$ cat src/rtl/knn_sorted_list.sv
// knn_sorted_list: K-entry insertion-sorted nearest-neighbour list.
// Holds the K smallest unsigned distances (with labels) since the last start,
// ascending from entry 0. One candidate per cycle, single-cycle compare-shift.
module knn_sorted_list #(
  parameter int DATA_W  = 32,
  parameter int LABEL_W = 8,
  parameter int K       = 4
) (
  input  logic                             clk,
  input  logic                             rst,
  input  logic                             start,
  input  logic                             valid,
  input  logic                             last,
  input  logic [DATA_W-1:0]                dist_in,
  input  logic [LABEL_W-1:0]               label_in,
  output logic [K*(DATA_W+LABEL_W)-1:0]    list_out,
  output logic [K-1:0]                     occ,
  output logic [$clog2(K+1)-1:0]           count,
  output logic                             hit,
  output logic                             done
);

  localparam int          EW    = DATA_W + LABEL_W;
  localparam int          CW    = $clog2(K + 1);
  localparam int unsigned KU    = K;
  localparam logic [CW-1:0] K_CNT = CW'(K);

  typedef enum logic [1:0] {IDLE, RUN, DONE} state_t;

  state_t state, state_next;

  logic [DATA_W-1:0]  dist_q     [K];
  logic [LABEL_W-1:0] label_q    [K];
  logic [DATA_W-1:0]  dist_base  [K];
  logic [LABEL_W-1:0] label_base [K];
  logic [DATA_W-1:0]  dist_next  [K];
  logic [LABEL_W-1:0] label_next [K];
  logic [K-1:0]       occ_base, occ_next, lt;
  logic [CW-1:0]      count_base, count_next;
  logic               accept, insert;

  // Start clears the list before the compare, so a candidate arriving with
  // start is compared against an empty list and lands in entry 0.
  always_comb begin
    occ_base   = start ? '0 : occ;
    count_base = start ? '0 : count;
    for (int unsigned i = 0; i < KU; i++) begin
      dist_base[i]  = start ? '0 : dist_q[i];
      label_base[i] = start ? '0 : label_q[i];
      lt[i]         = !occ_base[i] | (dist_in < dist_base[i]);
    end
  end

  assign accept = valid & (start | (state == RUN));
  assign insert = accept & (|lt);

  // Per-entry 3:1 select: load candidate, shift from entry i-1, or hold.
  always_comb begin
    occ_next = occ_base;
    for (int unsigned i = 0; i < KU; i++) begin
      dist_next[i]  = dist_base[i];
      label_next[i] = label_base[i];
    end
    if (accept) begin
      if (lt[0]) begin
        dist_next[0]  = dist_in;
        label_next[0] = label_in;
        occ_next[0]   = 1'b1;
      end
      for (int unsigned i = 1; i < KU; i++) begin
        if (lt[i] && !lt[i-1]) begin
          dist_next[i]  = dist_in;
          label_next[i] = label_in;
          occ_next[i]   = 1'b1;
        end else if (lt[i-1]) begin
          dist_next[i]  = dist_base[i-1];
          label_next[i] = label_base[i-1];
          occ_next[i]   = occ_base[i-1];
        end
      end
    end
  end

  // Occupancy count, saturating at K.
  always_comb begin
    count_next = count_base;
    if (insert && (count_base < K_CNT)) count_next = count_base + CW'(1);
  end

  // Next-state logic for the IDLE/RUN/DONE query sequencer.
  always_comb begin
    state_next = state;
    if (start) begin
      state_next = (valid && last) ? DONE : RUN;
    end else if ((state == RUN) && valid && last) begin
      state_next = DONE;
    end
  end

  // State register.
  always_ff @(posedge clk) begin
    if (rst) state <= IDLE;
    else     state <= state_next;
  end

  // List storage, occupancy, count and insertion pulse.
  always_ff @(posedge clk) begin
    if (rst) begin
      for (int unsigned i = 0; i < KU; i++) begin
        dist_q[i]  <= '0;
        label_q[i] <= '0;
      end
      occ   <= '0;
      count <= '0;
      hit   <= 1'b0;
    end else begin
      for (int unsigned i = 0; i < KU; i++) begin
        dist_q[i]  <= dist_next[i];
        label_q[i] <= label_next[i];
      end
      occ   <= occ_next;
      count <= count_next;
      hit   <= insert;
    end
  end

  // Flatten entries onto the list bus as {dist, label}, entry 0 lowest.
  always_comb begin
    list_out = '0;
    for (int unsigned i = 0; i < KU; i++) begin
      list_out[i*EW +: EW] = {dist_q[i], label_q[i]};
    end
  end

  assign done = (state == DONE);

endmodule

$ cat config.mk
export PLATFORM = sky130hd
export DESIGN_NAME = knn_sorted_list
export DESIGN_NICKNAME = d
export VERILOG_FILES = /design/src/rtl/knn_sorted_list.sv
export SDC_FILE = /design/constraint.sdc
export NUM_CORES = 1
export LEC_CHECK = 0
export CAP_MARGIN = 20
export CORE_MARGIN = 5
export CORE_UTILIZATION = 31
export DETAILED_ROUTE_END_ITERATION = 10
export PLACE_DENSITY = 0.56
export SETUP_SLACK_MARGIN = 0.2
export SLEW_MARGIN = 20
export SYNTH_ARGS = -nofsm -noshare
export SYNTH_HDL_FRONTEND = slang
export SYNTH_SLANG_ARGS = --single-unit
$ cat constraint.sdc
create_clock -name clk -period 4 [get_ports clk]
set_input_delay 0.8 -clock clk [delete_from_list [all_inputs] [get_ports clk]]
set_output_delay 0.8 -clock clk [all_outputs]
set_load 0.01 [all_outputs]
==> results of run 1 <==
power groups by stage:
stage | Clock (mW) | Sequential (mW) | Combinational, mW
2_1_floorplan | 0 | 1.86 | 0.426
3_3_place_gp | 0 | 1.87 | 0.894
3_5_place_dp | 0 | 1.87 | 0.906
4_1_cts | 1.78 | 1.83 | 0.912
5_1_grt | 1.83 | 1.84 | 0.999
6_report | 1.75 | 1.83 | 0.918
state kept, by name, indices dropped and copies added (netlist names):
signal and cells:
state 2, dist_q 128, label_q 32, occ 4
count 3, hit 1
cell families (layout without fill, tap and decap cells):
kind of cell    after synthesis  after routing  share of synthesized area (%)
flops                       170            170                           31.2
mux                          59             59                           5.41
fa+ha+maj                   125            125                           14.3
buf+inv                     213            488                           7.82
compound gates              418            418                           25.7
simple gates                358            358                           15.6
layout make-up:
| class | instances | area (um^2) | share of cell area [%] |
|---|---|---|---|
| sequential | 170 | 3400 | 22.8 |
| clock buffer | 20 | 467 | 3.13 |
| multi-input combinational | 960 | 6710 | 45.0 |
| inverter | 127 | 478 | 3.20 |
| tap | 455 | 569 | 3.82 |
| clock inverter | 12 | 139 | 0.931 |
| timing repair buffer | 329 | 3160 | 21.1 |
per-stage QoR:
step	area (um^2)	setup TNS (ns)	instances	utilization [%]	hold WS, ns
final	14900	0	2073	43.1	0.489
after global routing	14900	0	2073	43.1	0.513
after CTS	14900	0	2073	43.1	0.490
after detailed placement	14300	-0.980	2041	41.3	0.476
after global placement	14300	-0.455	2041	41.3	0.473
after floorplan	10900	0	1343	-	0.463
placed cells by master (no fill, tap or decap), types with 59 or more instances in the layout:
cell type and n:
clkdlybuf4s50_1 211, dfxtp_1 170, nand2_1 145, inv_1 125, ha_1 125, a21oi_1 115, buf_4 103, o21ai_0 91
nor2_1 71, mux2i_1 59
path summary, 6_finish.rpt:
kind / end / cells after the start
worst min-delay path: label_q[3][1]$_SDFF_PP0_ / 2
worst max-delay path: count[0]$_SDFF_PP0_ / 13
worst min register to register: label_q[3][1]$_SDFF_PP0_ / 2
worst max register to register: dist_q[3][9]$_SDFF_PP0_ / 11
metal layers:
layer | vias to the layer above | track usage, % | wire length (um)
li1 | 5395 | - | -
met3 | 76 | 3.85 | 2940
met5 | - | 0 | 0
met1 | 5301 | 32.7 | 21600
met4 | 0 | 7.57 | 1420
met2 | 424 | 30.9 | 18300
critical path, cell delays in order:
cell and delay [ns]:
clkdlybuf4s50_1 0.53, buf_4 0.23, buf_4 0.15, ha_1 0.19, a211oi_1 0.29, o21ai_0 0.15
o311ai_0 0.32, and3_1 0.33, o21a_1 0.30, nor4_2 0.09, buf_4 0.17, or3_1 0.34
a21oi_1 0.16
==> metrics.cfg, run 1 <==
[setup_path]
critPathLaunchType=input pin
cp.required_ns=4.37
r2r_slack_ns=0.70
crit_type=input pin to register
timing.rr.start=dist_q[2][17]$_SDFF_PP0_
path_max_fanout=5
end_kind=register
startpoint=dist_in[4]
arrival_ns=4.04

[hold_path]
min-delay-path-class=register to register
worstHoldStart=label_q[3][1]$_SDFF_PP0_

[global_route]
grt_max_degree=49
antenna_found_initial=0
overflow=0
grt_pass1_vias=10700
grt.total_usage_pct=21.7
grt_pass1_wl_mm=65.8

[yosys]
syn-cell-area_um2=10900
synth-seq-cells=170
async_flop_share_pct=0
yosysMostFrequentCell=dfxtp_1
synth_fp_nets=1513
synth_cells=1343
synth_cell_types=60
seq_area_frac_synth_pct=31.2
synth_area_leaders=dfxtp_1 (31%), ha_1 (14%), mux2i_1 (5.4%)
synth_top_cell_area_share_pct=31.2
synth_edf_count=0
synth_ff_type=dfxtp_1
synth_common_cells=dfxtp_1 (170), nand2_1 (146), inv_1 (126), ha_1 (125), a21oi_1 (116)
synth_largest_area_cell=dfxtp_1
syn_area_per_cell_um2=8.12
yosysWarnings=0

[timing]
fin_crit_sh_pct=91.7
fin_skew_ns=0.0140
fmaxAchievable_mhz=273
maxSlewViolCount=0
hold_violations=0
rsz0062_at_grt=false
max_slew_margin_pct=43.1
setup_slack_ns=0.330
tightest_slew_ns=0.853
setup_viol=0
fin_crit_ns=3.67

[floorplanning]
coreArea_um2=34600
initial_utilization_pct=31.5
die_h_um=198
ios=214
fp.dieArea_um2=39100
rows=68
die_x_um=198

[clocking]
cts_hold_buf=0
cts_max_level=4
cts_resized=0
post_cts_buffers=0
cts.sinks=170
tritoncts=done
cts_max_path_buffers=2
path_clk_slew_ns=0.07
cts_root_buffer=clkbuf_16
insertion_delay_ns=0.45
cts_buffers=17

[power]
swShare_pct=30.2
comb_power_share_pct=20.4
ir_drop_v=0.000276
cellPowerDensity_nw_per_um2=302
p_clk_share_pct=38.9
power_mw=4.50
leakage_nw=5.78
p_int_mw=3.14
p_switching_mw=1.36
pwr-share-seq_pct=40.7

[outcome]
status=completed

[cells_and_area]
drive_gt1_share_pct=11.1
syn_to_final_growth_pct=36.7
fin_nets=1775
fillers=3410
antenna_cells=0

[drt]
via_per_inst=5.40
final_antenna_net_count=0
drtPass1Iterations=7
drc=0
drtIter0Drc=1098
via_count=11200
wl_mm=44.3
wl_per_cell_um=21.4

[placed_design]
gp_congestion=0.969
dp_hpwl_mm=35.0
numPortBuffers=213
dp_slack_ns=-0.122

[job]
maxCapViolCount=0

(Power assumes the default switching activity.)
==> run 2, diff against run 1 <==
- GPL_TIMING_DRIVEN: default -> 0
- PLACE_DENSITY: 0.56 -> 0.54
- TNS_END_PERCENT: default -> 100
- clock period: 4 -> 4.4 ns (I/O delays scaled with it)
==> run 2 against run 1 <==
  * Routed wire length increased by 7.2%
  * Critical path depth increased by 2
  * Core utilization decreased by 1.1 points
  * Cell area decreased by 2.6%
  * Global-route usage increased by 1.8 points
==> metrics.cfg, run 2 (same netlist as run 1, synthesis figures left out) <==
[cells_and_area]
final_area_um2=14500  ; -2.6%
largest-register=dist_q
largest_reg_flops=128  ; unchanged
reg.largest.list=dist_q x128, label_q x32, occ x4
fin_util_pct=42.0  ; -1.1 points
antenna_cells=0  ; unchanged
syn_to_final_growth_pct=33.2
drive_gt1_share_pct=8.31  ; -2.8 points
layout_commonest_cell=clkdlybuf4s50_1
final_cell_mix=clkdlybuf4s50_1 (211), dfxtp_1 (170), nand2_1 (144)
instances_no_fill=2044  ; -1.4%
fin_nets=1749  ; -1.5%

[timing]
rsz0062_at_grt=false
hold_violations=0  ; unchanged
tns_ns=0  ; unchanged
fin_skew_ns=0.0158  ; +0.00173 ns
fin_crit_ns=4.04
setup_viol=0  ; unchanged
tightest_slew_ns=0.881  ; +0.0280 ns
maxSlewViolCount=0  ; unchanged
max_slew_margin_pct=41.3  ; -1.9 points
fin_crit_sh_pct=91.9
fmaxAchievable_mhz=247

[placed_design]
numPortBuffers=212  ; -0.47%
dp_cells=2011  ; -1.5%
placed_cell_area_um2=13600  ; -4.9%
dp_hpwl_mm=36.4  ; +4.2%
gp_congestion=0.895  ; -7.6%

[global_route]
grt_max_degree=17  ; -65%
grt.total_usage_pct=23.5  ; +1.8 points
grt_pass1_vias=10800  ; +1.1%
antenna_found_initial=0  ; unchanged
grt_pass1_wl_mm=69.4  ; +5.4%
overflow=0  ; unchanged

[clocking]
cts_buffers=17  ; unchanged
cts.sinks=170  ; unchanged
path_clk_slew_ns=0.07  ; about the same
cts_max_level=4  ; unchanged
cts_hold_buf=0  ; unchanged
cts_root_buffer=clkbuf_16
tritoncts=done
insertion_delay_ns=0.46  ; about the same
cts_max_path_buffers=2  ; unchanged

[drt]
wl_mm=47.5  ; +7.2%
drtPass1Iterations=6  ; -1
via_per_inst=5.51  ; +2.0%
final_antenna_net_count=0  ; unchanged
drtIter0Drc=893  ; -19%
wl_per_cell_um=23.2  ; +8.7%
via_count=11300  ; +0.55%
drc=0  ; unchanged

[setup_path]
critical_path.top_delay_family=compound AO/OA/AOI/OAI gates
critPathLaunchType=input pin
path_buf_inv=5  ; +1
r2r_cells=14  ; +3
end_kind=register
crit_type=input pin to register
cpPeakStageDelay_ns=0.48  ; -0.05 ns
path_max_fanout=10  ; +5
timing.rr.start=dist_q[2][22]$_SDFF_PP0_
cp_num_cells=15  ; +2
slowest_stage=a311o_2
arrival_ns=4.38  ; +0.34 ns
cp.required_ns=4.73  ; +0.36 ns
startpoint=start
path_cells=buf_2 -> buf_4 -> clkbuf_2 -> nor2b_2 -> inv_1 -> ha_1 -> nor4b_2 -> o21ai_1 -> a221o_1 -> a311o_2 -> a31oi_4 -> nand2_4 -> clkbuf_4 -> o21ai_0 -> a221oi_1

[hold_path]
worstHoldStart=label_q[2][1]$_SDFF_PP0_
hold_depth=2  ; unchanged
min-delay-path-class=register to register

[floorplanning]
initial_utilization_pct=31.5  ; unchanged
coreArea_um2=34600  ; unchanged
fp.dieArea_um2=39100  ; unchanged
die_x_um=198  ; unchanged
rows=68  ; unchanged
die_h_um=198  ; unchanged
ios=214  ; unchanged

[outcome]
status=completed

[power]
leakage_nw=5.54  ; -4.3%
ir_drop_v=0.000280  ; +1.2%
cellPowerDensity_nw_per_um2=281  ; -6.8%
power_mw=4.08  ; -9.3%

[job]
maxCapViolCount=0  ; unchanged

run 2: cell types whose count changed in the layout (fill, tap and decap cells not counted), moves of 3 or more:
cell      change
clkbuf_1     +27
buf_4        -81
nor2b_2       +4
clkbuf_4      +9
inv_6         -3
nor2_2        -3
clkbuf_8      +5
buf_12       -12
clkbuf_2     +12
buf_6         +5
buf_2         +7
nor2b_1       -4
run 2: metal layers:
layer / track usage (%) / share of wire [%] / wire length, um
met5: 0 / 0 / 0
met4: 7.19 / 2.6 / 1230
met1: 32.9 / 46 / 21900
met3: 4.69 / 6.6 / 3160
met2: 36.8 / 45 / 21200
run 2: layout make-up:
type | count | area [um^2]
buffer | 86 | 582
tap | 455 | 569
multi-input combinational | 960 | 6760
timing repair buffer | 217 | 2150
clock inverter | 7 | 119
fill | 3565 | 20100
sequential | 170 | 3400
inverter | 127 | 477
clock buffer | 22 | 464
run 2: per-stage QoR:
| step | hold slack [ns] | setup WS, ns |
|---|---|---|
| floorplan | 0.463 | 0.342 |
| global placement | 0.471 | -2.56 |
| detailed placement | 0.474 | -2.56 |
| CTS | 0.483 | 0.304 |
| global route | 0.508 | 0.272 |
| finish | 0.485 | 0.357 |
run 2: final timing paths:
kind	endpoint	slack [ns]
worst max register to register	dist_q[3][12]$_SDFF_PP0_	1.08
worst min register to register	label_q[2][1]$_SDFF_PP0_	0.48
worst min-delay path	label_q[2][1]$_SDFF_PP0_	0.48
worst max-delay path	dist_q[1][20]$_SDFF_PP0_	0.36
run 2: where the power goes:
group	switching, mW	internal, mW
sequential	0.0544	1.60
clock	0.688	0.915
combinational	0.485	0.343
total	1.23	2.85
run 2: repair_timing:
item	CTS	global route
gates resized for setup	99	24
pin swaps	3	6
endpoints found under the setup margin	164	158
setup buffers	3	1
run 2: tightest hold or removal path, stage by stage, from the launching register on:
cell	delay, ns
dfxtp_1	0.34
nand2_1	0.06
nand2_1	0.04
==> run 3, diff against run 2 <==
- RECOVER_POWER: default -> 100
==> run 3 against run 2 <==
  * Sequential power hardly changed
  * Via count rose by 0.11%
  * Die area unchanged
  * Register-to-register slack worse by 0.12 ns
  * Core utilization is 0.12 points lower
  * Worst hold slack got worse by 0.0057 ns
  * Clock power hardly changed
  * Final cell count unchanged
  * First-iteration DRC count grew 1.2%
  * Clock-buffer cell count stayed put
  * Combinational power decreased by 3.3%
  * Critical endpoint unchanged
==> metrics.cfg, run 3 (same netlist as run 1, synthesis figures left out) <==
[outcome]
status=completed

[setup_path]
cpPeakStageDelay_ns=0.47  ; about the same
path_max_fanout=10  ; unchanged
path_cells=buf_2 -> buf_4 -> buf_4 -> buf_2 -> nor2b_1 -> inv_1 -> ha_1 -> nand4_1 -> nor3_1 -> and3_1 -> a31oi_4 -> nand2_4 -> clkbuf_2 -> o21ai_0 -> a221oi_1
critPathLaunchType=input pin
end_kind=register
cp.required_ns=4.76  ; +0.03 ns
crit_type=input pin to register
slowest_stage=nor3_1
arrival_ns=4.48  ; +0.10 ns
r2r_slack_ns=0.96  ; -0.12 ns

[cells_and_area]
drive_gt1_share_pct=7.87  ; -0.44 points
antenna_cells=0  ; unchanged
fin_nets=1749  ; unchanged
largest-register=dist_q
fin_util_pct=41.8  ; -0.12 points
final_area_um2=14500  ; -0.28%
final_cell_mix=dfxtp_1 (170), dlygate4sd3_1 (170), nand2_1 (144)
reg.largest.list=dist_q x128, label_q x32, occ x4
instances_no_fill=2044  ; unchanged
syn_to_final_growth_pct=32.8
largest_reg_flops=128  ; unchanged

[timing]
fin_skew_ns=0.0147  ; -0.00106 ns
tns_ns=0  ; unchanged
maxSlewViolCount=0  ; unchanged
rsz0062_at_grt=false
tightest_slew_ns=0.870  ; -0.0110 ns
fin_crit_ns=4.11  ; +0.0709 ns
setup_slack_ns=0.286  ; -0.0709 ns
whs_ns=0.479  ; -0.00569 ns
max_slew_margin_pct=42.0  ; +0.73 points
fmaxAchievable_mhz=243  ; -1.7%
fin_crit_sh_pct=93.5  ; +1.6 points
hold_violations=0  ; unchanged
setup_viol=0  ; unchanged

[floorplanning]
initial_utilization_pct=31.5  ; unchanged
coreArea_um2=34600  ; unchanged
rows=68  ; unchanged
ios=214  ; unchanged
die_x_um=198  ; unchanged
fp.dieArea_um2=39100  ; unchanged
die_h_um=198  ; unchanged

[power]
leakage_nw=6.05  ; +9.4%
cellPowerDensity_nw_per_um2=280  ; -0.34%
pwr-share-seq_pct=40.6  ; about the same
power_mw=4.06  ; -0.63%
comb_power_share_pct=19.8  ; -0.5 points
swShare_pct=30.2  ; +0.14 points
ir_drop_v=0.000284  ; +1.6%
p_clk_share_pct=39.6  ; +0.3 points
p_int_mw=2.83  ; -0.83%
p_switching_mw=1.23  ; -0.15%

[global_route]
overflow=0  ; unchanged
grt.total_usage_pct=23.5  ; unchanged
antenna_found_initial=0  ; unchanged
grt_pass1_wl_mm=69.4  ; unchanged
grt_pass1_vias=10800  ; unchanged
grt_max_degree=17  ; unchanged

[placed_design]
numPortBuffers=212  ; unchanged
dp_cells=2011  ; unchanged
dp_slack_ns=-2.56  ; unchanged
placed_cell_area_um2=13600  ; unchanged
gp_congestion=0.895  ; unchanged
dp_hpwl_mm=36.4  ; unchanged

[clocking]
cts_buffers=17  ; unchanged
cts_hold_buf=0  ; unchanged
cts_max_path_buffers=2  ; unchanged
insertion_delay_ns=0.47  ; about the same
cts_root_buffer=clkbuf_16
tritoncts=done
cts_max_level=4  ; unchanged
path_clk_slew_ns=0.07  ; about the same
cts.sinks=170  ; unchanged

[hold_path]
min-delay-path-class=register to register

[drt]
final_antenna_net_count=0  ; unchanged
via_per_inst=5.51  ; +0.11%
via_count=11300  ; +0.11%
wl_mm=47.5  ; about the same
drtPass1Iterations=6  ; unchanged
wl_per_cell_um=23.2  ; about the same
drc=0  ; unchanged
drtIter0Drc=904  ; +1.2%

[job]
maxCapViolCount=0  ; unchanged

run 3: layer usage:
| layer | routed length (um) | up-vias | part of all wire, % | GRT usage [%] |
|---|---|---|---|---|
| met3 | 3470 | 68 | 7.3 | 4.69 |
| met1 | 21500 | 5390 | 45 | 32.9 |
| met2 | 21100 | 466 | 44 | 36.8 |
| li1 | - | 5346 | - | - |
| met5 | 0 | - | 0 | 0 |
| met4 | 1390 | 0 | 2.9 | 7.19 |
run 3: layout make-up:
cell class	count	area, um^2
Timing Repair Buffer	217	2150
Multi-Input combinational cell	960	6740
Buffer	86	562
Inverter	127	477
Tap cell	455	569
Clock buffer	22	464
Fill cell	3573	20100
Clock inverter	7	119
Sequential cell	170	3400
run 3: repair_timing:
action	4_1_cts	5_1_grt
endpoints found under the hold margin	0	0
pin swaps	3	6
endpoints found under the setup margin	164	158
buffers inserted	3	1
resized for setup	99	24
run 3: worst paths after layout:
kind / from / endpoint / depth (start not counted)
max: start / dist_q[1][20]$_SDFF_PP0_ / 15
max reg2reg: dist_q[2][21]$_SDFF_PP0_ / dist_q[3][12]$_SDFF_PP0_ / 15
min: label_q[2][1]$_SDFF_PP0_ / label_q[2][1]$_SDFF_PP0_ / 2
min reg2reg: label_q[2][1]$_SDFF_PP0_ / label_q[2][1]$_SDFF_PP0_ / 2
run 3: power by group through the flow:
stage          sequential (mW)  combinational (mW)  clock, mW
3_5_place_dp              1.69               0.789          0
4_1_cts                   1.65               0.817       1.63
6_report                  1.65               0.801       1.61
5_1_grt                   1.66               0.875       1.67
3_3_place_gp              1.69               0.778          0
2_1_floorplan             1.69               0.387          0
run 3: worst max-delay path, delay by kind of cell:
kind / cells / cell delay (ns)
buffers and inverters: 6 / 1.29
adders and majority gates: 1 / 0.33
AOI/OAI and AO/OA: 3 / 0.55
and+or+nand+nor: 5 / 1.42
